===== config.mk =====
export PLATFORM = sky130hd
export DESIGN_NAME = mdu
export DESIGN_NICKNAME = d
export VERILOG_FILES = /design/src/rtl/mips_pkg.sv /design/src/rtl/mdu.sv
export SDC_FILE = /design/constraint.sdc
export NUM_CORES = 1
export LEC_CHECK = 0
export ABC_CLOCK_PERIOD_IN_PS = 3000
export BUFFER_PORTS_ARGS = -buffer_cell sky130_fd_sc_hd__buf_2
export CORE_MARGIN = 3
export CORE_UTILIZATION = 50
export CTS_CLUSTER_DIAMETER = 40
export DETAILED_ROUTE_END_ITERATION = 7
export PLACE_DENSITY = 0.69
export SYNTH_ARGS = -nofsm -noshare
export SYNTH_HDL_FRONTEND = slang
export SYNTH_SLANG_ARGS = --single-unit

===== constraint.sdc =====
create_clock -name clk -period 3 [get_ports clk]
set_input_delay 0.3 -clock clk [delete_from_list [all_inputs] [get_ports clk]]
set_output_delay 0.3 -clock clk [all_outputs]
set_load 0.02 [all_outputs]

===== src/rtl/mips_pkg.sv =====
// mips_pkg: shared MDU op encodings and FSM state type
package mips_pkg;
  typedef enum logic [1:0] {MULTU = 2'b00, MULT = 2'b01, DIVU = 2'b10, DIV = 2'b11} mdu_op_t;
  typedef enum logic [1:0] {IDLE = 2'b00, CALC = 2'b01, FIX = 2'b10} mdu_state_t;
endpackage


===== src/rtl/mdu.sv =====
// mdu: iterative 32-bit MULT/MULTU/DIV/DIVU unit owning HI/LO; clk, async active-low reset, start/op/a/b launch, hi_we/lo_we/wd MTHI/MTLO, hi/lo/busy/done outputs
module mdu
  import mips_pkg::*;
(
  input  logic        clk,
  input  logic        reset,
  input  logic        start,
  input  logic [1:0]  op,
  input  logic [31:0] a,
  input  logic [31:0] b,
  input  logic        hi_we,
  input  logic        lo_we,
  input  logic [31:0] wd,
  output logic [31:0] hi,
  output logic [31:0] lo,
  output logic        busy,
  output logic        done
);
  mdu_state_t  state;
  mdu_op_t     op_q;
  logic [4:0]  cnt;
  logic        sa, sb, is_div, neg;
  logic [31:0] ma, mb, abs_a, abs_b, qv, rv, a_orig;
  logic [32:0] sum, r, diff;
  logic [63:0] acc, acc_n, mres, res;
  // acc holds {partial/remainder, multiplier/dividend bits}; the low half is consumed one bit per step
  always_comb begin
    abs_a  = (op[0] & a[31]) ? -a : a;
    abs_b  = (op[0] & b[31]) ? -b : b;
    is_div = (op_q == DIVU) || (op_q == DIV);
    sum    = {1'b0, acc[63:32]} + {1'b0, acc[0] ? mb : 32'd0};
    r      = {acc[63:32], acc[31]};
    diff   = r - {1'b0, mb};
    acc_n  = is_div ? (diff[32] ? {r[31:0], acc[30:0], 1'b0} : {diff[31:0], acc[30:0], 1'b1})
                    : {sum, acc[31:1]};
    neg    = sa ^ sb;
    mres   = neg ? -acc : acc;
    qv     = neg ? -acc[31:0] : acc[31:0];
    rv     = sa ? -acc[63:32] : acc[63:32];
    a_orig = sa ? -ma : ma;
    res    = !is_div ? mres : (mb == 32'd0 ? {a_orig, 32'hFFFFFFFF} : {rv, qv});
  end
  always_ff @(posedge clk or negedge reset) begin
    if (!reset) begin
      state <= IDLE;
      op_q  <= MULTU;
      cnt   <= 5'd0;
      sa    <= 1'b0;
      sb    <= 1'b0;
      ma    <= 32'd0;
      mb    <= 32'd0;
      acc   <= 64'd0;
      hi    <= 32'd0;
      lo    <= 32'd0;
      busy  <= 1'b0;
      done  <= 1'b0;
    end else begin
      done <= 1'b0;
      case (state)
        IDLE: begin
          if (hi_we) hi <= wd;
          if (lo_we) lo <= wd;
          if (start) begin
            op_q  <= mdu_op_t'(op);
            sa    <= op[0] & a[31];
            sb    <= op[0] & b[31];
            ma    <= abs_a;
            mb    <= abs_b;
            acc   <= {32'd0, abs_a};
            cnt   <= 5'd0;
            busy  <= 1'b1;
            state <= CALC;
          end
        end
        CALC: begin
          acc <= acc_n;
          cnt <= cnt + 5'd1;
          if (cnt == 5'd31) state <= FIX;
        end
        FIX: begin
          hi    <= res[63:32];
          lo    <= res[31:0];
          busy  <= 1'b0;
          done  <= 1'b1;
          state <= IDLE;
        end
        default: state <= IDLE;
      endcase
    end
  end
endmodule

==> results of run 1 <==
[state kept, by name, summed over array words and instances (netlist names), 2 cells and up]
register	cells
mb	32
state	2
cnt	5
hi	32
acc	64
lo	32
ma	32
[repair_timing]
item | CTS | global route
hold endpoints to repair | 55 | 0
buffers inserted | 5 | 20
setup endpoints to repair | 37 | 46
resized for setup | 23 | 93
gates cloned | 1 | 0
pin swaps | 15 | 49
hold buffers | 2 | 0
[per-stage QoR]
stage               setup slack, ns  hold slack (ns)
finish                       -0.188           0.0270
global route                 -0.280           0.0396
CTS                         -0.0961           0.0177
detailed placement           -0.276            0.311
global placement             -0.138            0.305
floorplan                   -0.0496          0.00441
[worst paths after layout]
| kind | slack, ns | depth (start not counted) | end |
|---|---|---|---|
| worst max-delay path | -0.19 | 13 | acc[61] |
| worst min-delay path | 0.03 | 3 | hi[13] |
| worst max register to register | -0.19 | 13 | acc[61] |
| worst min register to register | 0.47 | 2 | lo[21] |
| max in group asynchronous | 1.82 | 3 | acc[39] |
| min in group asynchronous | 0.32 | 2 | mb[16] |
[worst reg2reg max path: stages (launching register included)]
cell and delay, ns:
dfrtp_2 0.42, and2_4 0.17, ha_4 0.12, inv_2 0.04
fa_2 0.36, nor2b_2 0.15, o211a_1 0.21, o21ai_2 0.08
o31a_1 0.40, o41ai_4 0.41, a41oi_2 0.18, xnor2_1 0.28
o21ai_1 0.11, a22oi_1 0.17
[synth_stat cells, drive strengths merged, types with 14 or more instances]
master and instances:
nand2 232, o21ai 215, dfrtp 204, nor2 145, a21oi 128, xnor2 115
clkbuf 112, xor2 108, ha 71, inv 68, a21o 64, o31ai 39
o22ai 38, nand3 37, nor3 35, mux2 31, a221o 30, mux2i 29
or3 29, o41ai 27, buf 26, a22oi 25, o211ai 25, nor4 24
nand2b 20, or4 19, and3 17, nand4 17, a31oi 15, o21a 15
and2 14, nor2b 14
[cell families (layout without fill, tap and decap cells)]
family | after synthesis | count (layout) | share of synthesized area (%)
buf+inv | 207 | 576 | 4.70
compound gates | 703 | 703 | 26.9
mux | 61 | 61 | 3.88
flops | 204 | 204 | 29.9
simple gates | 625 | 626 | 17.7
fa+ha+maj | 73 | 73 | 5.45
xor+xnor | 223 | 223 | 11.5
[power groups by stage]
stage / Clock (W) / Sequential [W] / Combinational [W]
2_1_floorplan: 0 / 0.00560 / 0.0121
3_3_place_gp: 0 / 0.00533 / 0.0193
3_5_place_dp: 0 / 0.00537 / 0.0197
4_1_cts: 0.00413 / 0.00535 / 0.0200
5_1_grt: 0.00426 / 0.00558 / 0.0230
6_report: 0.00409 / 0.00544 / 0.0215
[routing by layer]
metal	vias to the layer above	routed length, um	GRT usage, %
met4	0	2240	11.0
li1	8344	-	-
met5	-	0	0
met1	8756	27400	48.7
met3	157	5980	6.18
met2	963	27900	52.2
[cell type report]
| class | count | area [um2] | area share (%) |
|---|---|---|---|
| tap | 442 | 553 | 2.53 |
| clock buffer | 44 | 992 | 4.54 |
| clock inverter | 19 | 215 | 0.984 |
| inverter | 69 | 262 | 1.20 |
| multi-input combinational | 1686 | 11700 | 53.4 |
| sequential | 204 | 5120 | 23.4 |
| timing repair buffer | 444 | 3060 | 14.0 |
==> metrics.txt, run 1 <==
area grow syn2layout 28.3%; Inst Count DP 2818; part of the power in the clock network 13.2%; Crit Path Class flip-flop to flip-flop; Leak 9.98 nW; CTS sink count 204; Hold Vio Cnt, Final 0; global-route wire length before repair 97600 um; most frequent cells in the layout buf_4, nand2_1, dfrtp_1; WP data arrival 3.62 ns; Tcrit/Tclk final 106%; Critical Path Max Stage Delay 0.42 ns; start of the worst register-to-register path acc[0]; commonest register cell after synthesis dfrtp_1; I/O Pins 169; Yosys top cell by area dfrtp_1; Clk Latency, worst-skew pair 0.54 ns; CP max stage cell dfrtp_2; Util after Layout 66.2%; WL final 63500 um; syn avg cell area 8.13 um2; post-layout min period 3.19 ns; final setup fails 29; Initial Utilization 51.6%; placed wire-length estimate 49200 um; cells after synthesis 2096; fmax 0.314 GHz; CTS buffer count 35; initial antenna violation count 0; top post-synthesis cells by area dfrtp_1, xnor2_1, xor2_1, ha_1, nand2_1; Slew headroom 50.6%; gr usage total 34.0%; Distinct cells, synth 82; asr flop ratio synth 100%; DR WL/cell 21.8 um; Clock Tree Buf Depth 3; max cap viols 0; Worst Slack Setup Final -0.188 ns; die height 191 um; CP top delay family compound AO/OA/AOI/OAI gates; GP Congestion 0.977; # fillers 2859; CTS tree built; sw frac 48.2%; 1st-pass router iterations 6; via count 18200; skew final 0.0257 ns; Layout Nets 2616; HP Start wd[13]; Clock transition at path regs 0.06 ns; Yosys reg bits 204; largest net degree at the start of global routing 74; Buffers & Inverters on Critical Path 1; Hold WC Path Type primary input to flip-flop; vias in the first global route 17500; sequential-to-total area share from yosys stat 29.9%; top cell type's share of synthesized area 29.9%; CP startpoint acc[0]; Std-Cell Rows 66; # DRC 0; Worst-Margin Slew 0.738 ns; Remaining Overflow, GRT 0; dpl cell area 20000 um2; layout cells sized above 1 26.9%; Post-synth EDFFs 0; Die W 191 um; Ys Warns 0; Worst Setup End Kind flip-flop; Seq pwr share 17.5%; die area 36300 um2; fin area 21900 um2; final cell count without fillers 2908; Comb power frac 69.3%; crit path cell chain and2_4 -> ha_4 -> inv_2 -> fa_2 -> nor2b_2 -> o211a_1 -> o21ai_2 -> o31a_1 -> o41ai_4 -> a41oi_2 -> xnor2_1 -> o21ai_1 -> a22oi_1; Port-buffer cells 168; CP Launch Type flip-flop; area of the core 33000 um2; failing checks negative setup slack; Post-DRT Antenna Nets 0; final slew viol count 0; Ant. Diodes 0; Cell Pwr Density 1420 nW/um2; Worst Path Required 3.43 ns; RSZ-0062 raised after global routing true; Tot Pwr 0.0311 W; clock root buffer clkbuf_16; vias per cell 6.27; Cell Area, Synth 17000 um2; commonest non-fill, non-tap cell in the layout buf_4; Switch Pwr 0.0150 W; Max VDD drop 728 uV; Syn Nets 2272; crit-path max FO 4; Internal 0.0161 W; drt initial violations 1727; post-route setup TNS -1.69 ns; H-tree levels 2; outcome finished with violations
Note: power is estimated with default switching activity, not from simulation.
==> inputs of run 2 (changes only) <==
--- a/config.mk
+++ b/config.mk
@@ -7,6 +7,7 @@
 export LEC_CHECK = 0
 export ABC_CLOCK_PERIOD_IN_PS = 3000
 export BUFFER_PORTS_ARGS = -buffer_cell sky130_fd_sc_hd__buf_2
+export CORE_ASPECT_RATIO = 2
 export CORE_MARGIN = 3
 export CORE_UTILIZATION = 50
 export CTS_CLUSTER_DIAMETER = 40
==> metrics.txt, run 2 (synthesized netlist as in run 1, its figures left out) <==
cell seen most often among critical-path stages buf_6; area of the core 33600 um2 (was 33000 um2); CP max stage cell dfrtp_1 (was dfrtp_2); initial antenna violation count 0 (unchanged); Remaining Overflow, GRT 0 (unchanged); most frequent cells in the layout buf_4, nand2_1, dfrtp_1 (unchanged); RSZ-0062 raised after global routing true (unchanged); GP Congestion 1.07 (was 0.977); Initial Utilization 50.7% (was 51.6%); layout cells sized above 1 28.4% (was 26.9%); Inst Count DP 2874 (was 2818); 1st-pass router iterations 7 (was 6); multi-input logic area 11800 um2 (was 11700 um2); vias per cell 6.23 (was 6.27); commonest non-fill, non-tap cell in the layout buf_4 (unchanged); Clock transition at path regs 0.06 ns (about the same); crit path cell chain buf_6 -> ha_4 -> fa_2 -> nand2b_4 -> a21oi_4 -> o211ai_1 -> o2111ai_2 -> a211oi_4 -> a221oi_4 -> buf_6 -> nand2_8 -> buf_6 -> buf_6 -> a211o_1 -> nand3_1 (was and2_4 -> ha_4 -> inv_2 -> fa_2 -> nor2b_2 -> o211a_1 -> o21ai_2 -> o31a_1 -> o41ai_4 -> a41oi_2 -> xnor2_1 -> o21ai_1 -> a22oi_1); hold path depth 3 (unchanged); Die W 137 um (was 191 um); Worst Setup End Kind flip-flop (unchanged); max reg flops 64 (unchanged); final slew viol count 0 (unchanged); post-route setup TNS -5.10 ns (was -1.69 ns); post-layout min period 3.22 ns (was 3.19 ns); H-tree levels 1 (was 2); global-route wire length before repair 108000 um (was 97600 um); Worst-Margin Slew 0.966 ns (was 0.738 ns); Clock Tree Buf Depth 3 (unchanged); WP data arrival 3.72 ns (was 3.62 ns); CP Launch Type flip-flop (unchanged); fmax 0.310 GHz (was 0.314 GHz); Worst Path Required 3.50 ns (was 3.43 ns); die height 267 um (was 191 um); Port-buffer cells 168 (unchanged); Critical Path Max Stage Delay 0.39 ns (was 0.42 ns); Leak 10.2 nW (was 9.98 nW); skew final 0.0175 ns (was 0.0257 ns); failing checks negative setup slack (unchanged); placed wire-length estimate 56700 um (was 49200 um); CTS tree built (unchanged); Cell Pwr Density 1420 nW/um2 (about the same); I/O Pins 169 (unchanged); # DRC 0 (unchanged); Hold WC Path Type primary input to flip-flop (unchanged); FF-to-FF path depth 15 (was 13); Ant. Diodes 0 (unchanged); CTS sink count 204 (unchanged); drt initial violations 1324 (was 1727); Std-Cell Rows 95 (was 66); Layout Nets 2676 (was 2616); # fillers 2915 (was 2859); Slew headroom 35.1% (was 50.6%); Util after Layout 66.5% (was 66.2%); Hold Vio Cnt, Final 0 (unchanged); final cell count without fillers 2957 (was 2908); Clk Latency, worst-skew pair 0.58 ns (was 0.54 ns); clock root buffer clkbuf_16 (unchanged); max cap viols 0 (unchanged); crit-path max FO 4 (unchanged); Largest Register acc (unchanged); die area 36500 um2 (was 36300 um2); Storage cell area 5110 um2 (was 5120 um2); Max VDD drop 926 uV (was 728 uV); final setup fails 34 (was 29); WL final 72300 um (was 63500 um); vias in the first global route 18800 (was 17500); Tcrit/Tclk final 107% (was 106%); area grow syn2layout 31.2% (was 28.3%); outcome finished with violations (unchanged); Crit Path Class flip-flop to flip-flop (unchanged); via count 18400 (was 18200); Post-DRT Antenna Nets 0 (unchanged); CTS buffer count 28 (was 35); DR WL/cell 24.5 um (was 21.8 um); Worst Slack Setup Final -0.223 ns (was -0.188 ns); gr usage total 39.0% (was 34.0%); largest net degree at the start of global routing 73 (was 74)
[run 2: final cells by class]
cell class              instances  area share, %
clock inverters                19          0.996
repair buffers                512           16.4
inverters                      69           1.21
clock buffers                  32           3.29
flip-flops and latches        204           22.9
multi-input cells            1685           52.8
well taps                     436           2.44
[run 2: path summary, 6_finish.rpt]
path                       startpoint  slack (ns)      end
setup / recovery                mb[0]       -0.22  acc[58]
hold / removal                 wd[19]       0.005   hi[19]
max in group asynchronous       reset        1.95  acc[34]
setup reg to reg                mb[0]       -0.22  acc[58]
min in group asynchronous       reset        0.17   acc[8]
hold reg to reg                 lo[7]        0.47    lo[7]
[run 2: what timing repair did]
item	4_1_cts	5_1_grt
resized for setup	25	106
hold endpoints to repair	107	0
gates cloned	1	1
setup buffers	8	15
hold buffers	7	0
endpoints found under the setup margin	38	53
pin swaps	23	56
[run 2: layer usage]
metal	track usage (%)	part of all wire [%]	up-vias	wire length, um
li1	-	-	8452	-
met1	36.3	32	8823	23100
met2	68.3	50	777	36100
met4	40.8	13	0	9630
met3	5.92	4.9	357	3530
met5	0	0	-	0
[run 2: power breakdown]
part	switching [W]	internal [W]	leakage (nW)
combinational	0.0128	0.0102	7.24
clock	0.00154	0.00193	0.469
sequential	0.00131	0.00409	2.53
total	0.0156	0.0162	10.2
[run 2: per-stage QoR]
stage | instance area [um2] | total power, W | hold WS [ns] | setup WS, ns
floorplan | 17100 | 0.0177 | 0.00441 | -0.0496
global placement | 20400 | 0.0258 | 0.197 | -0.232
detailed placement | 20400 | 0.0260 | 0.199 | -0.309
CTS | 21700 | 0.0302 | 0.0000109 | -0.210
global route | 22400 | 0.0337 | 0.0279 | -0.312
finish | 22400 | 0.0319 | 0.00544 | -0.223
[run 2: critical path, delay by kind of cell, from the launching register on]
family / cells / cell delay [ns]
fa+ha+maj: 2 / 0.48
simple gates: 3 / 0.31
compound gates: 6 / 1.40
buf+inv: 4 / 0.54
flops: 1 / 0.39
